## config.mk

```make
export PLATFORM = sky130hd
export DESIGN_NAME = game_tick_gen
export DESIGN_NICKNAME = d
export VERILOG_FILES = /design/src/rtl/game_tick_gen.sv
export SDC_FILE = /design/constraint.sdc
export NUM_CORES = 1
export LEC_CHECK = 0
export CORE_MARGIN = 2
export CORE_UTILIZATION = 42
export CTS_CLUSTER_SIZE = 28
export DETAILED_ROUTE_END_ITERATION = 10
export SLEW_MARGIN = 10
export SYNTH_ARGS = -nofsm -noshare
export SYNTH_HDL_FRONTEND = slang
export SYNTH_SLANG_ARGS = --single-unit
export TNS_END_PERCENT = 50
```

## constraint.sdc

```tcl
create_clock -name clk -period 10.4 [get_ports clk]
set_input_delay 1.04 -clock clk [delete_from_list [all_inputs] [get_ports clk]]
set_output_delay 1.04 -clock clk [all_outputs]
set_load 0.02 [all_outputs]
```

## src/rtl/game_tick_gen.sv

```systemverilog
// game_tick_gen: per-channel programmable clock divider producing a
// one-cycle tick and a 50% square wave, with shadowed divisor updates.
module game_tick_gen #(
   parameter int NUM_CH = 3,
   parameter int CNT_W  = 26,
   parameter logic [NUM_CH*CNT_W-1:0] DEFAULT_DIV =
      {26'd50_000_000, 26'd25_000_000, 26'd16_666_667},
   parameter int CH_W   = (NUM_CH > 1) ? $clog2(NUM_CH) : 1
) (
   input  logic              clk,
   input  logic              reset,
   input  logic [NUM_CH-1:0] enable_i,
   input  logic              pause_i,
   input  logic              cfg_valid_i,
   input  logic [CH_W-1:0]   cfg_ch_i,
   input  logic [CNT_W-1:0]  cfg_div_i,
   input  logic              cfg_restart_i,
   output logic              cfg_ready_o,
   output logic [NUM_CH-1:0] tick_o,
   output logic [NUM_CH-1:0] level_o
);

   logic [NUM_CH-1:0][CNT_W-1:0] cnt_q, cnt_d;
   logic [NUM_CH-1:0][CNT_W-1:0] div_q, div_d;
   logic [NUM_CH-1:0][CNT_W-1:0] shd_q, shd_d;
   logic [NUM_CH-1:0]            pend_q, pend_d;
   logic [NUM_CH-1:0]            tick_q, tick_d;
   logic [NUM_CH-1:0]            lvl_q, lvl_d;
   logic                         accept;
   logic                         wr;

   // Only a non-restart write to a channel with a pending shadow stalls.
   always_comb begin
      cfg_ready_o = 1'b1;
      for (int i = 0; i < NUM_CH; i++) begin
         if (cfg_ch_i == CH_W'(i) && pend_q[i] && !cfg_restart_i) begin
            cfg_ready_o = 1'b0;
         end
      end
   end

   assign accept = cfg_valid_i & cfg_ready_o;

   always_comb begin
      cnt_d  = cnt_q;
      div_d  = div_q;
      shd_d  = shd_q;
      pend_d = pend_q;
      lvl_d  = lvl_q;
      tick_d = '0;
      wr     = 1'b0;
      for (int i = 0; i < NUM_CH; i++) begin
         wr = accept && (cfg_ch_i == CH_W'(i));
         if (wr && cfg_restart_i) begin
            div_d[i]  = cfg_div_i;
            cnt_d[i]  = '0;
            lvl_d[i]  = 1'b0;
            pend_d[i] = 1'b0;
         end else begin
            if (!enable_i[i]) begin
               cnt_d[i] = '0;
               lvl_d[i] = 1'b0;
               if (pend_q[i]) begin
                  div_d[i]  = shd_q[i];
                  pend_d[i] = 1'b0;
               end
            end else if (!pause_i && div_q[i] != '0) begin
               if (cnt_q[i] == div_q[i] - CNT_W'(1)) begin
                  cnt_d[i]  = '0;
                  tick_d[i] = 1'b1;
                  lvl_d[i]  = ~lvl_q[i];
                  if (pend_q[i]) begin
                     div_d[i]  = shd_q[i];
                     pend_d[i] = 1'b0;
                  end
               end else begin
                  cnt_d[i] = cnt_q[i] + CNT_W'(1);
               end
            end
            // A new shadow arms after any wrap on this edge used the old one.
            if (wr) begin
               shd_d[i]  = cfg_div_i;
               pend_d[i] = 1'b1;
            end
         end
      end
   end

   always_ff @(posedge clk or posedge reset) begin
      if (reset) begin
         cnt_q  <= '0;
         div_q  <= DEFAULT_DIV;
         shd_q  <= '0;
         pend_q <= '0;
         tick_q <= '0;
         lvl_q  <= '0;
      end else begin
         cnt_q  <= cnt_d;
         div_q  <= div_d;
         shd_q  <= shd_d;
         pend_q <= pend_d;
         tick_q <= tick_d;
         lvl_q  <= lvl_d;
      end
   end

   assign tick_o  = tick_q;
   assign level_o = lvl_q;

endmodule

```

# After elaboration in Yosys (flattened, before gate mapping)
# Index checks and enable logic that the tools add are counted.
[word_totals] mem_bits_ro=0 input_bits=36 word_cells=145 n_memories=0 mem_bits_rw=0 register_bits=243 output_inout_bits=7 latchBits=0
[classes] mux=69 reduce_logical=30 order_cmp=0 bitwise_logic=7 div=0 multipliers=0 addsub=6 n_shift=0 n_eq_ne=17
[op_table] op="two-way mux 26 bit" n=27
[op_table] op="adder 26 x 1 -> 26 bit (second input constant)" n=3
[op_table] op="== test 26 bit" n=3
[op_table] op="nonzero test 26 bit" n=3
[op_table] op="subtractor 26 x 1 -> 26 bit (second input constant)" n=3
[op_table] op="two-way mux 1 bit" n=42
[op_table] op="inequality test 4 x 1 -> 1 bit (second input constant)" n=6
[op_table] op="inequality test 3 x 1 -> 1 bit (second input constant)" n=6
[op_table] op="AND reduction 2 bit" n=9
[op_table] op="logical AND 1 bit" n=15
[op_table] op="NOT 1 bit" n=6
[op_table] op="== test 2 x 1 -> 1 bit (second input constant)" n=1
[op_table] op="== test 2 bit (second input constant)" n=1
[op_table] op="logical NOT 1 bit" n=2
[op_table] op="logical NOT 2 bit" n=1
[op_table] op="AND 1 bit" n=1

# Logic depth before layout (Yosys ltp)
[depth] depth_word=11 depth_mapped=14 ltp_nobuf=10

# Worst setup path before layout
# Ideal clock, no wire load.
[synth_timing] path_kind="register to register" start="reg div_q[26] in the netlist's numbering" end="reg lvl_q[1] (netlist: level_o[1])" path_buffers=4 arrival_ps=3609 stages_incl_launch_ff=15 setup_slack_ps=6714 synth_period_minus_slack_ps=3686 setup_time_ps=78 path_cell_list="dfrtp_1 inv_1 ha_1 or4b_1 clkbuf_1 or4_1 buf_2 or4_4 a21boi_2 nor2_1 or3_1 buf_6 buf_6 or3_1 a21oi_1"
[synth_between] elab_chain_len=4 elab_cells_between_ends=7 classes_between="1 x add/sub; 3 x eq/ne; 3 x reduce/logical"
[synth_rtl] element="start: declaration" line="24" rtl="logic [NUM_CH-1:0][CNT_W-1:0] div_q, div_d;"
[synth_rtl] element="start signal: assignment" line="99" rtl="div_q <= div_d;"
[synth_rtl] element="subtractor 26 x 1 -> 26 bit / nonzero test 26 bit (equally long branches)" line="68, 67"
[synth_rtl] element="== test 26 bit / logical AND 1 bit (equally long branches)" line="68, 67"
[synth_rtl] element="inequality test 3 x 1 -> 1 bit (no source line)"
[synth_rtl] element="AND reduction 2 bit (no source line) (*)"
[synth_rtl] element="end signal: assignment" line="103" rtl="lvl_q <= lvl_d;"
[synth_rtl] element="end: declaration" line="28" rtl="logic [NUM_CH-1:0] lvl_q, lvl_d;"
# Every way passes the cells marked *; elsewhere a longest branch is shown, timed or not.
# A chain may end at the register's enable or synchronous reset.

# Worst setup path in the final report
[layout_timing] start="reg div_q[26] in the netlist's numbering" end="reg cnt_q[28] in the netlist's numbering"
[layout_between] elab_chain_len=6 elab_cells_between_ends=9 classes_between="1 x add/sub; 2 x eq/ne; 4 x mux; 2 x reduce/logical"
[layout_rtl] element="subtractor 26 x 1 -> 26 bit" line="68" rtl="if (cnt_q[i] == div_q[i] - CNT_W'(1)) begin"
[layout_rtl] element="== test 26 bit" line="68"
[layout_rtl] element="two-way mux 26 bit" line="68"
[layout_rtl] element="two-way mux 26 bit" line="67" rtl="end else if (!pause_i && div_q[i] != '0) begin"
[layout_rtl] element="two-way mux 26 bit" line="60" rtl="if (!enable_i[i]) begin"
[layout_rtl] element="two-way mux 26 bit" line="54" rtl="if (wr && cfg_restart_i) begin"
[layout_rtl] element="end signal: assignment" line="98" rtl="cnt_q <= cnt_d;"
[layout_rtl] element="end: declaration" line="23" rtl="logic [NUM_CH-1:0][CNT_W-1:0] cnt_q, cnt_d;"
# Parallel ways exist; a longest one is shown, timed or not. The select of a mux whose other input is x is not followed.

==> flow_summary.ini <==
[status]
status = completed

[timing]
fin_crit_sh_pct = 44.4
fin_crit_ns = 4.61
slew_violations = 0
max_slew.worst_pin.slew_ns = 1.20
max_freq_ghz = 0.217
clock_skew_ns = 0.0292
layout_setup_ws_ns = 5.79
fin_setup_tns_ns = 0
slew_headroom_pct = 19.8
rsz0062_at_grt = false
finalHoldViolCount = 0
finalSetupViolations = 0
hold_ws_ns = 0.498

[clocking]
cts_buffers = 29
ctsHoldBuffers = 0
clkSlewWorstSetupHoldPaths_ns = 0.06
clockBufferDepth = 3
clock_sink_count = 243
root_buffer = clkbuf_16
clk_latency_ns = 0.59
cts-resized-gates = 0
post_cts_buffers = 0
htreeDepth = 1
tritoncts = yes

[placement]
pre_cts_slack_ns = 5.79
port_buffers = 42
place_area_um2 = 15700
dp.final_hpwl_mm = 28.4
placedCellCount = 2004
gp_congestion = 0.915

[layout]
design_area_um2 = 16900
final_cells = 2060
area_delta_synth_final_pct = 12.6
num-fill-cells = 3264
nNetsFinal = 1616
fin_util_pct = 47.7
drive_gt1_share_pct = 17.1

[floorplanning]
ioPinCount = 43
dieArea_um2 = 37200
row_count = 69
die_h_um = 193
start_util_pct = 42.4
core_um2 = 35300
die_x_um = 193

[logic_synthesis]
synth_fp_nets = 1619
synth_cell_type_count = 81
synthCells = 1577
synth.avg_cell_area_um2 = 9.49
ys_seq_area_share_pct = 40.9
ys.flop_type = dfrtp_1
ys_ff_latch = 243
synth_area_um2 = 15000
synth-edff-count = 0
yosys_warnings = 0
ys_async_sr_fraction_pct = 100

[power]
p_total_mw = 3.25
ir_worst_vdd_uv = 147
p_leak_nw = 6.64
pwr_density_cell_nw_per_um2 = 193

[drt]
first_pass_iters = 5
antenna_left = 0
wirelength_mm = 40.7
drcViolationCount = 0
drtIter0Drc = 933
vias = 12300
wl_per_cell_um = 19.8
vias_per_cell = 5.95

[critical_path]
critPathMaxFanout = 24
cp.required_ns = 10.80
r2r_cells = 10
critPathKind = reg2reg
reg2reg_slack_ns = 5.79
start_kind = register
endpoint_kind = register
arrival_ns = 5.01

[global_route]
antenna_found_initial = 1
grt_pass1_wl_mm = 66.0
grt_max_degree = 106
grt_pass1_vias = 12100
grt_usage_pct = 22.3
grt_overflow_total = 0

[min_path]
holdPathStages = 1
worst_hold_path_type = reg2reg

[flow_run]
drv_cap = 0
[cells in the mapped netlist, types with 7 or more instances]
cell type	number	area, um^2
dfrtp_1	206	5150
mux2_2	126	1420
nor2_1	113	424
nand2_1	109	409
xnor2_1	95	832
nand3_1	88	440
clkbuf_1	80	300
a21oi_1	74	370
xor2_1	60	526
inv_1	47	176
or3_1	46	288
nor3_1	43	215
and3_1	41	257
dfstp_2	37	972
a2111oi_0	34	298
o32ai_1	28	245
o211ai_1	26	195
and2_1	25	156
o21ai_0	25	125
or4_1	24	180
nand4_1	22	138
nor4_1	22	138
a31oi_1	14	87.6
buf_2	12	60.1
nor2b_1	10	62.6
o31ai_1	10	75.1
a31o_2	9	78.8
and4_1	9	78.8
a211o_1	8	70.1
mux2i_1	8	80.1
nor4b_1	8	70.1
a211oi_1	7	52.6
[registers in the layout (all words and copies together) (netlist names)]
| register | count |
|---|---|
| div_q | 78 |
| cnt_q | 78 |
| shd_q | 78 |
| pend_q | 3 |
| tick_o | 3 |
| level_o | 3 |
[per-layer routing]
metal  wire length (um)  share of wire, %  global-route usage, %  up-vias
met4               1270               3.1                   6.99        0
met3               2060               5.1                   3.31       62
met1              19000                47                   31.5     6094
met5                  0                 0                      0        -
li1                   -                 -                      -     5804
met2              18400                45                   35.2      302
[power by group]
group | internal, mW | leakage [nW] | switching, mW
Combinational | 0.363 | 3.09 | 0.367
Sequential | 1.15 | 3.01 | 0.201
Clock | 0.730 | 0.539 | 0.437
Total | 2.24 | 6.64 | 1.01
[worst paths after layout]
| kind | from | to |
|---|---|---|
| setup reg to reg | div_q[26] | cnt_q[28] |
| hold / removal | shd_q[1] | shd_q[1] |
| min in group asynchronous | reset | cnt_q[2] |
| max in group asynchronous | reset | pend_q[0] |
| setup / recovery | div_q[26] | cnt_q[28] |
| hold reg to reg | shd_q[1] | shd_q[1] |
[cell type report]
class	count	area [um^2]	area share [%]
well taps	461	577	3.42
diodes	2	5.00	0.0297
flip-flops and latches	243	6130	36.4
multi-input cells	1186	8250	48.9
clock inverters	18	295	1.75
repair buffers	66	601	3.56
inverters	48	188	1.11
clock buffers	36	812	4.82
[worst max-delay path, stage by stage, from the launching register on]
cell	delay, ns
dfrtp_1	0.44
inv_1	0.10
ha_1	0.24
or4b_1	0.60
or4_1	0.64
or3_1	0.37
o31ai_1	0.34
nand4_1	0.12
or4_1	0.60
o21ai_2	0.85
nor2_1	0.13
[layout by cell type (no fill, tap or decap), types with 10 or more instances in the layout]
master             n
dfrtp_1          206
mux2_2           126
nor2_1           113
nand2_1          109
xnor2_1           95
nand3_1           88
a21oi_1           73
xor2_1            60
inv_1             46
or3_1             46
nor3_1            43
clkdlybuf4s50_1   42
and3_1            41
dfstp_2           37
a2111oi_0         34
clkbuf_16         29
o32ai_1           28
o211ai_1          26
o21ai_0           25
and2_1            25
or4_1             24
buf_4             24
nand4_1           22
nor4_1            21
a31oi_1           14
o31ai_1           10
nor2b_1           10
[cell families after synthesis]
kind of cell,synth area share [%]
multiplexers,10.0
XOR/XNOR,9.22
AND/OR/NAND/NOR,21.4
adder cells (fa/ha/maj),0.502
AO/OA/AOI/OAI,13.9
buffers and inverters,4.06
flip-flops,40.9
No activity file was read; power rests on OpenSTA's default activity.
